==> src/rtl/decimal_parser_pkg.sv <==
// Shared types and constants for the decimal operand parser: state encoding,
// ASCII codes, accumulator width and small state-classification helpers.
package decimal_parser_pkg;

  localparam int ACC_W = 7;

  localparam logic [7:0] ASCII_0  = 8'h30;
  localparam logic [7:0] ASCII_9  = 8'h39;
  localparam logic [7:0] ASCII_LF = 8'h0A;
  localparam logic [7:0] ASCII_CR = 8'h0D;

  typedef enum logic [2:0] {
    X_D0, X_D1, X_D2, Y_D0, Y_D1, Y_D2, OUT
  } state_e;

  function automatic int digits_held(input state_e s);
    int n;
    case (s)
      X_D1, Y_D1: n = 1;
      X_D2, Y_D2: n = 2;
      default:    n = 0;
    endcase
    return n;
  endfunction

  function automatic logic is_y_state(input state_e s);
    return (s == Y_D0) || (s == Y_D1) || (s == Y_D2);
  endfunction

  function automatic state_e d0_of(input state_e s);
    return is_y_state(s) ? Y_D0 : X_D0;
  endfunction

  function automatic state_e next_digit_state(input state_e s);
    state_e n;
    case (s)
      X_D0:    n = X_D1;
      X_D1:    n = X_D2;
      Y_D0:    n = Y_D1;
      Y_D1:    n = Y_D2;
      default: n = s;
    endcase
    return n;
  endfunction

endpackage

==> src/rtl/ascii_digit_decode.sv <==
// Combinational classifier for one ASCII character: decimal digit, Enter
// (LF or CR), or neither; digit value is the low nibble for '0'..'9'.
module ascii_digit_decode
  import decimal_parser_pkg::*;
(
  input  logic [7:0] char_data,
  output logic       is_digit,
  output logic       is_enter,
  output logic [3:0] digit
);

  always_comb begin
    is_digit = (char_data >= ASCII_0) && (char_data <= ASCII_9);
    is_enter = (char_data == ASCII_LF) || (char_data == ASCII_CR);
    digit    = char_data[3:0];
  end

endmodule

==> src/rtl/decimal_operand_parser.sv <==
// Parses two Enter-terminated decimal operands from an ASCII stream into a
// registered X/Y pair. Macro PARSER_RANGE_CHECK_EN rejects values above 2^WIDTH-1.
//
//   state | meaning
//   X_D0  | X operand, no digits yet
//   X_D1  | X operand, one digit held
//   X_D2  | X operand, two digits held
//   Y_D0  | Y operand, no digits yet (X committed)
//   Y_D1  | Y operand, one digit held
//   Y_D2  | Y operand, two digits held
//   OUT   | pair presented, waiting for op_ready
module decimal_operand_parser
  import decimal_parser_pkg::*;
#(
  parameter int WIDTH      = 5,
  parameter int MAX_DIGITS = 2
) (
  input  logic             clk,
  input  logic             rst,
  input  logic             char_valid,
  input  logic [7:0]       char_data,
  output logic             char_ready,
  output logic             op_valid,
  input  logic             op_ready,
  output logic [WIDTH-1:0] op_x,
  output logic [WIDTH-1:0] op_y,
  output logic             err
);

  state_e             state_q, state_d;
  logic [ACC_W-1:0]   acc_q, acc_d;
  logic [WIDTH-1:0]   op_x_q, op_x_d;
  logic [WIDTH-1:0]   op_y_q, op_y_d;
  logic               err_q, err_d;

  logic               is_digit, is_enter;
  logic [3:0]         digit;
  logic               accept;
  logic               do_error;
  logic               range_bad;

  ascii_digit_decode u_decode (
    .char_data (char_data),
    .is_digit  (is_digit),
    .is_enter  (is_enter),
    .digit     (digit)
  );

  assign accept = char_valid && char_ready;

`ifdef PARSER_RANGE_CHECK_EN
  localparam logic [ACC_W-1:0] OP_MAX = ACC_W'((1 << WIDTH) - 1);
  assign range_bad = (acc_q > OP_MAX);
`else
  assign range_bad = 1'b0;
`endif

  always_ff @(posedge clk or posedge rst) begin
    if (rst) state_q <= X_D0;
    else     state_q <= state_d;
  end

  always_ff @(posedge clk or posedge rst) begin
    if (rst) begin
      acc_q  <= '0;
      op_x_q <= '0;
      op_y_q <= '0;
      err_q  <= 1'b0;
    end else begin
      acc_q  <= acc_d;
      op_x_q <= op_x_d;
      op_y_q <= op_y_d;
      err_q  <= err_d;
    end
  end

  always_comb begin
    state_d  = state_q;
    acc_d    = acc_q;
    op_x_d   = op_x_q;
    op_y_d   = op_y_q;
    err_d    = 1'b0;
    do_error = 1'b0;
    if (state_q == OUT) begin
      if (op_ready) begin
        state_d = X_D0;
        acc_d   = '0;
      end
    end else if (accept) begin
      if (is_digit) begin
        if (digits_held(state_q) >= MAX_DIGITS) begin
          do_error = 1'b1;
        end else begin
          acc_d   = (digits_held(state_q) == 0) ? ACC_W'(digit)
                                                : acc_q * ACC_W'(10) + ACC_W'(digit);
          state_d = next_digit_state(state_q);
        end
      end else if (is_enter) begin
        // Enter with no digits is a blank line and is silently skipped
        if (digits_held(state_q) != 0) begin
          if (range_bad) begin
            do_error = 1'b1;
          end else if (is_y_state(state_q)) begin
            op_y_d  = acc_q[WIDTH-1:0];
            state_d = OUT;
          end else begin
            op_x_d  = acc_q[WIDTH-1:0];
            acc_d   = '0;
            state_d = Y_D0;
          end
        end
      end else begin
        do_error = 1'b1;
      end
    end
    if (do_error) begin
      err_d   = 1'b1;
      acc_d   = '0;
      state_d = d0_of(state_q);
    end
  end

  always_comb begin
    char_ready = !rst && (state_q != OUT);
    op_valid   = (state_q == OUT);
    op_x       = op_x_q;
    op_y       = op_y_q;
    err        = err_q;
  end

endmodule

==> config.mk <==
export PLATFORM = sky130hd
export DESIGN_NAME = decimal_operand_parser
export DESIGN_NICKNAME = d
export VERILOG_FILES = /design/src/rtl/decimal_parser_pkg.sv /design/src/rtl/ascii_digit_decode.sv /design/src/rtl/decimal_operand_parser.sv
export SDC_FILE = /design/constraint.sdc
export NUM_CORES = 1
export LEC_CHECK = 0
export BUFFER_PORTS_ARGS = -buffer_cell sky130_fd_sc_hd__buf_4
export CELL_PAD_IN_SITES_DETAIL_PLACEMENT = 1
export CELL_PAD_IN_SITES_GLOBAL_PLACEMENT = 2
export CORE_MARGIN = 8
export CORE_UTILIZATION = 38
export CTS_BUF_LIST = sky130_fd_sc_hd__clkbuf_2
export CTS_CLUSTER_DIAMETER = 200
export CTS_CLUSTER_SIZE = 40
export DETAILED_ROUTE_END_ITERATION = 12
export PLACE_DENSITY_LB_ADDON = 0.2
export SYNTH_ARGS = -nofsm -noshare
export SYNTH_HDL_FRONTEND = slang
export SYNTH_SLANG_ARGS = --single-unit
==> constraint.sdc <==
create_clock -name clk -period 2.87 [get_ports clk]
set_input_delay 0.287 -clock clk [delete_from_list [all_inputs] [get_ports clk]]
set_output_delay 0.287 -clock clk [all_outputs]
set_load 0.02 [all_outputs]
======== After elaboration in Yosys (flattened, before gate mapping) ========
Cells that the tools add are included.
Widths: inputs -> output; s select.
word-level totals
  bits in registers ....................... 21
  latch bits .............................. 0
  memory bits (writable) .................. 0
  bits in read-only memories .............. 0
  input port bits ......................... 12
  logic and storage cells ................. 84
  memories ................................ 0
operators by class
  $add $sub $neg .......................... 1
  multiply operators ...................... 1
  div/mod/pow operators ................... 0
  magnitude comparators ................... 3
  eq/ne operators ......................... 13
  shift operators ......................... 0
  multiplexer cells ....................... 39
  bitwise operators ....................... 3
  reduce and logical (&&, ||, !) cells .... 19
operator list
  operator             number
  $mux 32              11
  $mux 7               10
  $ge 32x3->1 const B  1
  $logic_not 32->1     1
  $reduce_bool 32->1   1
  $mux 3               9
  $reduce_and 6->1     4
  $eq 8x4->1 const B   2
  $pmux 3 s4           1
  $eq 3x3->1 const B   3
  $ge 8x6->1 const B   1
  $le 8x6->1 const B   1
  $ne 4x4->1 const B   2
  $reduce_bool 4->1    2
  $add 7x4->7          1
  $mul 7x3->6 const B  1
  $ne 7x2->1 const B   1
  $eq 3x2->1 const B   2
  $mux 1               6
  $pmux 2 s2           1
  $reduce_or 2->1      2
  $eq 3x1->1 const B   1
  $logic_and 1x1->1    3
  $logic_not 3->1      1
  7 further kinds      11

======== Depth between registers and ports, before layout ========
  depth in word-level cells ............... 18
  depth in mapped cells ................... 6
  gate-level depth less buffers ........... 6

======== Cells and area by module ========
Synthesis repeated with hierarchy kept, for this count alone.
unflattened totals
  cells, all modules ...................... 128
  area total of the unflattened synthesis .. 1381.3 um^2
modules (own cells, without submodules)
  module                  times used  cells an instance  area each (um^2)  sequential area each (um^2)
  decimal_operand_parser  1           117                1302.5            475.5
  ascii_digit_decode      1           11                 78.8              0.0

======== Worst setup path after synthesis ========
Ideal clock, no wire load.
  path kind ............................... reg-to-reg
  start point ............................. register state_q[0]
  end point ............................... register state_q[2]
  arrival time ............................ 2.036 ns
  data required time ...................... 2.776 ns
  setup slack ............................. 0.741 ns
  cell stages (with the launch flop) ...... 7
  path buffers ............................ 1
  clock period less this slack ............ 2.129 ns
  cell sequence ........................... dfrtp_1 and3b_1 clkbuf_1 nor2_1 o211a_2 or4_4 a221oi_2
between the ends
  elaborated cells between the ends (all ways) .. 44
  classes of those cells .................. 1 x order compare; 10 x eq/ne; 21 x mux; 12 x reduce/logical
RTL lines
  item                                                 RTL line                      source
  start: declaration                                   decimal_operand_parser.sv:30  state_e state_q, state_d;
  start signal: assignment                             decimal_operand_parser.sv:60  else state_q <= state_d;
  $eq 3x3->1 (*)                                       n/a
  named net op_valid                                   decimal_operand_parser.sv:23  output logic op_valid,
  $mux 1 (*)                                           decimal_operand_parser.sv:84  if (state_q == OUT) begin
  named net do_error                                   decimal_operand_parser.sv:39  logic do_error;
  $ne 7x2->1 (no source line) (tied with other cells)  n/a
  $reduce_and 6->1 (no source line)                    n/a
Mark *: on every way through the listed nets, which the timed path passes. The rest lies on a longest branch. The select of a mux whose other input is x is not followed.
A chain may end at the register's enable or synchronous reset.

======== Worst setup path in the final report ========
  start point ............................. register state_q[2]
  end point ............................... register state_q[2]
between the ends
  word-level cells in the longest chain between the ends .. 13
  elaborated cells between the ends (all ways) .. 44
  classes of those cells .................. 1 x order compare; 10 x eq/ne; 21 x mux; 12 x reduce/logical
RTL lines
  item                                                 RTL line                      source
  $eq 3x3->1 (tied with other cells)                   decimal_parser_pkg.sv:18      case (s)
  $reduce_or 2->1                                      decimal_parser_pkg.sv:18
  $pmux 2 s2                                           decimal_parser_pkg.sv:18
  $mux 32                                              decimal_operand_parser.sv:90  if (is_digit) begin
  $mux 32                                              decimal_operand_parser.sv:89  end else if (accept) begin
  $mux 32                                              decimal_operand_parser.sv:84
  $ge 32x3->1                                          decimal_operand_parser.sv:91  if (digits_held(state_q) >= MAX_DIGITS) begin
  $mux 1                                               decimal_operand_parser.sv:91
  $mux 1                                               decimal_operand_parser.sv:90
  $mux 1                                               decimal_operand_parser.sv:89
  $mux 1 (*)                                           decimal_operand_parser.sv:84
  named net do_error                                   decimal_operand_parser.sv:39
  $ne 7x2->1 (no source line) (tied with other cells)  n/a
  $reduce_and 6->1 (no source line)                    n/a
Marks and branches as above.

==> results.md <==
- WP data arrival: ~2600 ps
- Core Region: ~3300 um^2
- GRT Total Usage: 0.1364
- Cell taking the most area after synthesis: dfrtp_1
- Reg2Reg Setup Slack: between 500 and 600 ps
- Worst Path Required: roughly 3000 ps
- Final setup fails: 0
- DIE AREA: 5481 um^2
- Syn_nets: 146
- Min Hold Slack: about 97 ps
- First-pass GRT wire length: 5796 um
- Post-DP HPWL: 2888 um
- Slowest CP cell: dfrtp_1
- CTS Sinks: 19
- Area Growth Syn to Fin: 20.14%
- Post-Route Skew: around 14 ps
- Seq/Total Area, Yosys: 0.3715
- Row cnt: 21
- WS Path Type: reg -> reg
- Cell Chain, Critical Path: and3b_1 > nor2_1 > o211a_2 > or4_4 > a221oi_2
- First DRT Iteration DRCs: 46
- Routed vias: approximately 1100
- Die Ht: about 74 um
- Ant diodes: 0
- Cts hold-fix bufs: 0
- Seq pwr share: 0.412
- Crit Path Max Fanout: 12
- Status: completed
- TritonCTS buffer count: 3
- IO Port Bufs: 24
- Net Sw Power: approximately 0.36 mW
- Worst-path clk slew: ~170 ps
- Internal cell power: between 0.4 and 0.5 mW
- Crit start category: flop
- Largest net degree at the start of global routing: 20
- Synth cell types: between 40 and 50
- Ranking of synthesized cells by area: dfrtp_1, mux2_2, ha_1, xnor2_1, o21ai_0
- Cell family with most CP delay: simple AND/OR/NAND/NOR gates
- Fillers: between 300 and 400
- Ys flop type: dfrtp_1
- Slew @ Worst Pin: between 600 and 700 ps
- Clock Power Share: 0.128
- Grt ovf: 0
- CP Capture Type: flop
- Max incr delay on CP: 600 ps
- Post-route DRC violation count: 0
- Synth Warn #: 0
- Worst-skew pair later-pin latency: 300 ps
- Vias/cell: around 5.6
- Root Buffer: clkbuf_2
- DR pass1 iterations: 4
- Max IR drop VDD: about 180 uV
- FF+latch count, synth: 19
- Vias in the first global route: roughly 1200
- Tcrit/Tclk final: 0.8142
- Post-CTS Resized: 0
- DR WL/cell: 17.15 um
- Mapped Area: ~1300 um^2
- Syn avg cell area: between 9 and 10 um^2
- Sw Ratio: 0.4262
- Max_cap viols: 0
- CTS max path bufs: 2
- DRT Wirelength: 3448 um
- Final hold vios: 0
- Share of synthesized registers carrying an async set or reset: 1.000
- Initial antenna violation count: 0
- DRT antenna net count: 0
- Fmax: between 0.4 and 0.5 GHz
- Pleak: ~0.72 nW
- Nets: 173
- Die Wd: approximately 74 um
- Final Max Tran Viols: 0
- RSZ-0062 raised after global routing: no
- Htree depth: 1
- Most common cell after layout, fill and taps aside: buf_4
- Setup TNS: 0 ps
- Combinational share of power: 0.460
- Initial core utilization: 0.3897
- Clock period minus worst slack: about 2300 ps
- EDFF count, synth: 0
- Gate count of the mapped netlist: 129
- Crit path buf inv count: 0
- Pwr/cell area: around 550 nW/um^2
- Slew margin rel.: 0.5453
- Post-CTS setup buffer count: 0
- RD Place Congestion: 0.8652
- Layout cell share with drive strength beyond 1: 0.3097
- Worst hold path type: in -> async
- Top-area cell type share of the netlist area: 0.3715
- I/O Pins: 25
- Commonest non-fill, non-tap cells in the layout: buf_4, dfrtp_1, mux2_2, nor2_1, o21ai_0
- CTS tree: built
## flip-flops by register name (all words and copies together) (netlist names)
register,cells
err,1
op_x,5
op_y,5
state_q,3
acc_q,5
## synthesized netlist by cell type, types with 2 or more instances
| cell | count |
|---|---|
| a2111oi_0 | 2 |
| a211oi_1 | 3 |
| a21oi_1 | 4 |
| and3_1 | 2 |
| clkbuf_1 | 4 |
| dfrtp_1 | 19 |
| ha_1 | 4 |
| inv_1 | 4 |
| mux2_2 | 12 |
| mux2i_1 | 2 |
| nand2_1 | 7 |
| nand2b_1 | 4 |
| nand3_1 | 6 |
| nand3b_1 | 2 |
| nor2_1 | 9 |
| nor3_1 | 3 |
| o211ai_1 | 3 |
| o21ai_0 | 8 |
| or3b_1 | 2 |
| or4_1 | 2 |
| xnor2_1 | 5 |
## logic make-up (layout without fill, tap and decap cells)
kind of cell	after synthesis	count (layout)	synth area share
multiplexers	14	14	0.1212
AND/OR/NAND/NOR	45	45	0.1994
flip-flops	19	19	0.3715
AO/OA/AOI/OAI	33	33	0.1955
adder cells (fa/ha/maj)	5	5	0.05474
buffers and inverters	8	34	0.02345
XOR/XNOR	5	5	0.03421
## worst paths after layout
path,from,to,depth (start not counted)
min reg2reg,op_y[0]$_DFFE_PP0P_,op_y[0]$_DFFE_PP0P_,1
max reg2reg,state_q[2]$_DFFE_PP0P_,state_q[2]$_DFFE_PP0P_,5
min in group clk,char_data[0],acc_q[0]$_DFFE_PP0P_,2
max in group asynchronous,rst,state_q[0]$_DFFE_PP0P_,2
min,rst,acc_q[3]$_DFFE_PP0P_,2
max,state_q[2]$_DFFE_PP0P_,state_q[2]$_DFFE_PP0P_,5
## layer usage
metal | up-vias | GRT usage | part of all wire
met2 | 23 | 0.2285 | 0.48
met1 | 542 | 0.1689 | 0.46
li1 | 548 | - | -
met3 | 6 | 0.02426 | 0.051
met4 | 0 | 0.05100 | 0.014
met5 | - | 0 | 0
## final cells by class
class | count | area [um^2] | share of cell area
multi-input cells | 102 | 774.5 | 0.5037
inverters | 4 | 15.01 | 0.009764
flip-flops and latches | 19 | 475.5 | 0.3092
clock buffers | 3 | 15.01 | 0.009764
well taps | 46 | 57.56 | 0.03743
repair buffers | 26 | 195.2 | 0.1269
clock inverters | 1 | 5.005 | 0.003255
## through the flow
step | util | instance area (um^2) | cells | power (mW) | setup WS [ps]
final | 0.4682 | 1538 | 201 | 0.8460 | 533.3
after global routing | 0.4682 | 1538 | 201 | 0.9199 | 395.5
after CTS | 0.4682 | 1538 | 201 | 0.8521 | 558.0
after detailed placement | 0.4621 | 1518 | 197 | 0.7419 | 524.5
after global placement | 0.4621 | 1518 | 197 | 0.7372 | 627.7
after floorplan | - | 1280 | 129 | 0.6247 | 740.5
## power groups by stage
stage	combinational, mW	sequential, mW	clock (mW)
5_1_grt	0.436	0.356	0.128
4_1_cts	0.391	0.348	0.113
3_5_place_dp	0.388	0.353	0
6_report	0.389	0.349	0.108
2_1_floorplan	0.310	0.315	0
3_3_place_gp	0.384	0.353	0
## worst register-to-register path, cell delays in order (launching register included)
cell and delay [ps]:
dfrtp_1 600, and3b_1 480, nor2_1 210, o211a_2 220
or4_4 520, a221oi_2 240
Note: power is estimated with default switching activity, not from simulation.
